===== config.mk =====
export PLATFORM = sky130hd
export DESIGN_NAME = alu_cmd_sequencer
export DESIGN_NICKNAME = d
export VERILOG_FILES = /design/src/rtl/alu_cmd_sequencer.sv
export SDC_FILE = /design/constraint.sdc
export NUM_CORES = 1
export LEC_CHECK = 0
export CAP_MARGIN = 25
export CORE_ASPECT_RATIO = 1.75
export CORE_MARGIN = 2
export CORE_UTILIZATION = 51
export DETAILED_ROUTE_END_ITERATION = 10
export PLACE_DENSITY = 0.76
export SYNTH_ARGS = -nofsm -noshare
export SYNTH_HDL_FRONTEND = slang
export SYNTH_SLANG_ARGS = --single-unit

===== constraint.sdc =====
create_clock -name clk -period 3.5 [get_ports clk]
set_clock_uncertainty 0.05 [all_clocks]
set_input_delay 0.35 -clock clk [delete_from_list [all_inputs] [get_ports clk]]
set_output_delay 0.35 -clock clk [all_outputs]
set_load 0.02 [all_outputs]

===== src/rtl/alu_cmd_sequencer.sv =====
// Issue stage for an 8-bit combinational ALU: command FIFO, registered operands, result hold.
// Define ALU_CHAIN_EN to let a command take operand a from the last captured result.
module alu_cmd_sequencer #(
  parameter int DEPTH = 4,
  parameter int CNT_W = $clog2(DEPTH) + 1
) (
  input  logic             clk,
  input  logic             rst,
  input  logic             cmd_valid,
  output logic             cmd_ready,
  input  logic [7:0]       cmd_a,
  input  logic [7:0]       cmd_b,
  input  logic [2:0]       cmd_op,
  input  logic             cmd_chain,
  output logic [7:0]       alu_a,
  output logic [7:0]       alu_b,
  output logic [2:0]       alu_opcode,
  input  logic [7:0]       alu_out,
  output logic             res_valid,
  input  logic             res_ready,
  output logic [7:0]       res_data,
  output logic [2:0]       res_op,
  output logic             res_zero,
  output logic [CNT_W-1:0] fifo_count
);

  localparam int PTR_W = $clog2(DEPTH);
`ifdef ALU_CHAIN_EN
  localparam int ENT_W = 20;
`else
  localparam int ENT_W = 19;
`endif

  typedef enum logic [1:0] {IDLE, EXEC, HOLD} state_t;

  state_t           state;
  logic [ENT_W-1:0] mem [DEPTH];
  logic [ENT_W-1:0] entry_in;
  logic [ENT_W-1:0] head;
  logic [PTR_W-1:0] wr_ptr;
  logic [PTR_W-1:0] rd_ptr;
  logic [CNT_W-1:0] count;
  logic             push;
  logic             pop;
  logic [7:0]       issue_a;

`ifdef ALU_CHAIN_EN
  assign entry_in = {cmd_chain, cmd_op, cmd_b, cmd_a};
`else
  logic chain_unused;
  assign chain_unused = cmd_chain;
  assign entry_in     = {cmd_op, cmd_b, cmd_a};
`endif

  assign cmd_ready  = (count < CNT_W'(DEPTH));
  assign fifo_count = count;
  assign push       = cmd_valid && cmd_ready;
  // Pop only when the ALU is free: idle, or handing the held result off this edge.
  assign pop        = (count != '0) && ((state == IDLE) || ((state == HOLD) && res_ready));
  assign head       = mem[rd_ptr];

  // NOTE: every variable assigned in always_comb gets a default first so no latch is inferred.
  always_comb begin
    issue_a = head[7:0];
`ifdef ALU_CHAIN_EN
    if (head[19]) issue_a = res_data;
`endif
  end

  // NOTE: the storage array has no reset; count and pointers alone say which entries are live.
  always_ff @(posedge clk) begin
    if (push) mem[wr_ptr] <= entry_in;
  end

  always_ff @(posedge clk or posedge rst) begin
    if (rst) begin
      wr_ptr <= '0;
      rd_ptr <= '0;
      count  <= '0;
    end else begin
      if (push) wr_ptr <= wr_ptr + PTR_W'(1);
      if (pop)  rd_ptr <= rd_ptr + PTR_W'(1);
      case ({push, pop})
        2'b10:   count <= count + CNT_W'(1);
        2'b01:   count <= count - CNT_W'(1);
        default: count <= count;
      endcase
    end
  end

  // NOTE: sequential state uses non-blocking assignments so every register samples pre-edge values.
  always_ff @(posedge clk or posedge rst) begin
    if (rst) begin
      state      <= IDLE;
      alu_a      <= '0;
      alu_b      <= '0;
      alu_opcode <= '0;
      res_valid  <= 1'b0;
      res_data   <= '0;
      res_op     <= '0;
      res_zero   <= 1'b0;
    end else begin
      case (state)
        IDLE: if (pop) state <= EXEC;
        EXEC: begin
          res_data  <= alu_out;
          res_op    <= alu_opcode;
          res_zero  <= (alu_out == 8'h00);
          res_valid <= 1'b1;
          state     <= HOLD;
        end
        HOLD: if (res_ready) begin
          res_valid <= 1'b0;
          state     <= pop ? EXEC : IDLE;
        end
        default: state <= IDLE;
      endcase
      if (pop) begin
        alu_a      <= issue_a;
        alu_b      <= head[15:8];
        alu_opcode <= head[18:16];
      end
    end
  end

endmodule


==> impl_results.md <==
- Result of the run: finished, final reports clean
- Main combinational cell family by area after synthesis: multiplexers
- Total of hold buffers inserted after clock tree synthesis: 0
- Worst EP required: 3.74 ns
- Core area: 0.00867 mm²
- CTS tree: done
- Area growth from synthesis to layout: 30.7%
- Critical path startpoint: rd_ptr[0]
- Half-perimeter wire length after detailed placement: 4740 µm
- Leak pwr: 2.20 nW
- Final wirelength: 7680 µm
- Initial standard-cell utilization of the core: 0.521
- Aggregate negative setup slack: 0 ns
- Sequential fraction of the synthesis area: 0.732
- CTS Root Buffer Type: sky130_fd_sc_hd__clkbuf_16
- Count of buffers inserted at the top-level ports: 66
- Count of state elements after synthesis: 117
- Top FF cell, synth: sky130_fd_sc_hd__edfxtp_1
- Synthesized cell area: around 0.0045 mm²
- Final setup violating endpoints: 0
- Headroom to the max-slew limit: 0.346
- Diode insertion count for antenna repair: 0
- Slowest CP cell: sky130_fd_sc_hd__dfrtp_1
- Worst setup slack before clock tree synthesis: 1.20 ns
- Die Area: 0.00966 mm²
- Area share of and/or/nand/nor cells after synthesis: 0.0255
- Number of rows created at floorplan: 45
- Setup ws final: 1.43 ns
- Xor-xnor portion of the synthesized cell area: 0.0116
- Share of the synthesized area in the top cell type: 0.505
- Count of flip-flops with a built-in enable after synthesis: 76
- Antenna violations before repair: 0
- Utilization of the core after routing: 0.681
- Worst-path clk slew: ~0.060 ns
- Max FO, Critical Path: 12
- GP Congestion: approximately 0.68
- Critical path launch point type: flop
- Post-CTS Setup Inserts: 0
- Total of cells resized after clock tree synthesis: 0
- Setup crit end kind: flop
- Max-slew violation count: 0
- Maximum ir drop on the vdd rail: roughly 530 µV
- Via count normalized by instance count: approximately 5
- Global-route wire length before repair: between 10,000 and 15,000 µm
- Upper clock frequency limit: 482 MHz
- Slew of the pin with the lowest slew margin: 0.981 ns
- Final nets: 341
- Synth unique cells: 27
- Top cell type by total area after synthesis: sky130_fd_sc_hd__edfxtp_1
- Setup repair after global routing missed its margin: no
- Worst path cell trace: buf_4 -> mux4_2 -> mux2_4
- Number of buffers created by CTS: 17
- Total power density per cell area: 974 mW/mm²
- Final Non-Filler Cells: between 400 and 500
- I/O pin count: 68
- Mean post-synth cell area: 20.5 µm²
- Endpoints failing hold: 0
- Post-Syn Instances: 220
- Classification of the worst-slack hold path: in -> async
- Most frequently used cell type in the post-synthesis netlist: sky130_fd_sc_hd__edfxtp_1
- Final clock period utilization by the worst path: 0.592
- Clock insertion delay at the later pin of the skew report: about 0.40 ns
- Number of placed cells counting well taps: about 400
- Leading post-synthesis cells by cell area: sky130_fd_sc_hd__edfxtp_1, sky130_fd_sc_hd__dfrtp_1, sky130_fd_sc_hd__mux4_2, sky130_fd_sc_hd__mux2_4, sky130_fd_sc_hd__mux2_2
- Total of max-cap violations: 0
- Post-synthesis adder-cell area fraction: 0.0183
- Sinks on the clock net: between 100 and 150
- Synthesized-area fraction occupied by ao, oa, aoi and oai cells: 0.00554
- Number of H-tree branching levels: 4
- Minimum clock period: 2.07 ns
- Residual antenna-violating net count after detailed routing: 0
- Number of buffers and inverters on the critical path: 1
- Critical Path Max Stage Delay: around 0.70 ns
- Nets in the synthesized netlist: 258
- Number of buffers on the longest clock path: 2
- Die Y: 129 µm
- Yosys warns: 0
- Post-synth top cells: sky130_fd_sc_hd__edfxtp_1, sky130_fd_sc_hd__dfrtp_1, sky130_fd_sc_hd__mux2_4, sky130_fd_sc_hd__mux4_2, sky130_fd_sc_hd__mux2_2
- Number of global-route vias before repair: 2,418
- Ratio of cells with drive above 1 in the final layout: 0.278
- Vias after detailed routing: 2,217
- FFs w/ async S/R, synth: 0.350
- Category of the most critical setup path: reg -> reg
- Global-route congestion overflow total: 0
- Proportion of synthesized area in mux cells: 0.187
- Arrival time of data at the critical path endpoint: 2.31 ns
- DR DRC count: 0
- Routed wire per std cell: roughly 18 µm
- Cell type group with the largest total delay on the critical path: multiplexers
- DRC violation total after the first TritonRoute iteration: 63
- FF-to-FF Start: rd_ptr[0]
- Overall Global Routing Usage: 0.181
- Pin count of the biggest net entering global routing: 42
- Die Span X: 75.2 µm
- Number of detailed-routing iterations run before antenna repair: 6
## stage by stage
step                total power, W  hold WS [ns]  area (µm²)
CTS                        0.00583         0.434        5900
global placement           0.00408         0.413        5320
detailed placement         0.00415         0.421        5320
finish                     0.00575         0.401        5900
floorplan                  0.00344         0.399        4520
global route               0.00605         0.470        5900
## worst paths after layout
| check | endpoint | slack [ns] | cells after the start |
|---|---|---|---|
| min in group clk | res_zero | 0.43 | 2 |
| max in group asynchronous | alu_b[4] | 2.44 | 2 |
| worst max-delay path | alu_a[6] | 1.43 | 3 |
| worst max register to register | alu_a[6] | 1.43 | 3 |
| worst min register to register | res_zero | 0.43 | 2 |
| worst min-delay path | alu_b[0] | 0.40 | 2 |
## state kept, by name, summed over array words and instances (netlist names)
name        cells
alu_a           8
alu_b           8
alu_opcode      3
fifo_count      3
mem            76
rd_ptr          2
res_data        8
res_op          3
res_valid       1
res_zero        1
state           2
wr_ptr          2
## layer usage
| metal | vias to the layer above | wire [µm] | global-route usage |
|---|---|---|---|
| li1 | 1009 | - | - |
| met1 | 1138 | 2870 | 0.192 |
| met2 | 57 | 4350 | 0.321 |
| met3 | 13 | 304 | 0.0587 |
| met4 | 0 | 146 | 0.0743 |
| met5 | - | 0 | 0 |
## power by group
part	internal, W	switching [W]	total (W)
Combinational	0.00112	0.000850	0.00197
Sequential	0.00186	0.000265	0.00213
Clock	0.00105	0.000608	0.00166
Total	0.00403	0.00172	0.00575
## kinds of logic (layout without fill, tap and decap cells)
kind of cell / count (synthesis) / in the layout
adder cells (fa/ha/maj): 6 / 6
AND/OR/NAND/NOR: 19 / 19
buffers and inverters: 17 / 113
XOR/XNOR: 6 / 6
flip-flops: 117 / 117
AO/OA/AOI/OAI: 5 / 5
multiplexers: 50 / 50
## placed cells by master, fill, tap and decap left out, drive strengths merged, types with 2 or more instances in the layout
master,Yosys,layout
nor2b,2,2
xor2,3,3
clkbuf,3,17
nor4,2,2
nand2b,2,2
xnor2,3,3
and2,4,4
mux4,19,19
o21ai,3,3
nor3,3,3
ha,5,5
clkinvlp,0,5
a21oi,2,2
edfxtp,76,76
buf,5,6
mux2,30,30
bufinv,0,2
inv,9,12
dfrtp,41,41
nand2,4,4
clkdlybuf4s50,0,66
clkinv,0,5
## cell type report
type / count / area [µm²]
Clock buffer: 17 / 425
Clock inverter: 15 / 155
Fill cell: 623 / 2770
Inverter: 9 / 33.8
Multi-Input combinational cell: 86 / 1130
Sequential cell: 117 / 3310
Tap cell: 117 / 146
Timing Repair Buffer: 72 / 706
(Power assumes the default switching activity.)
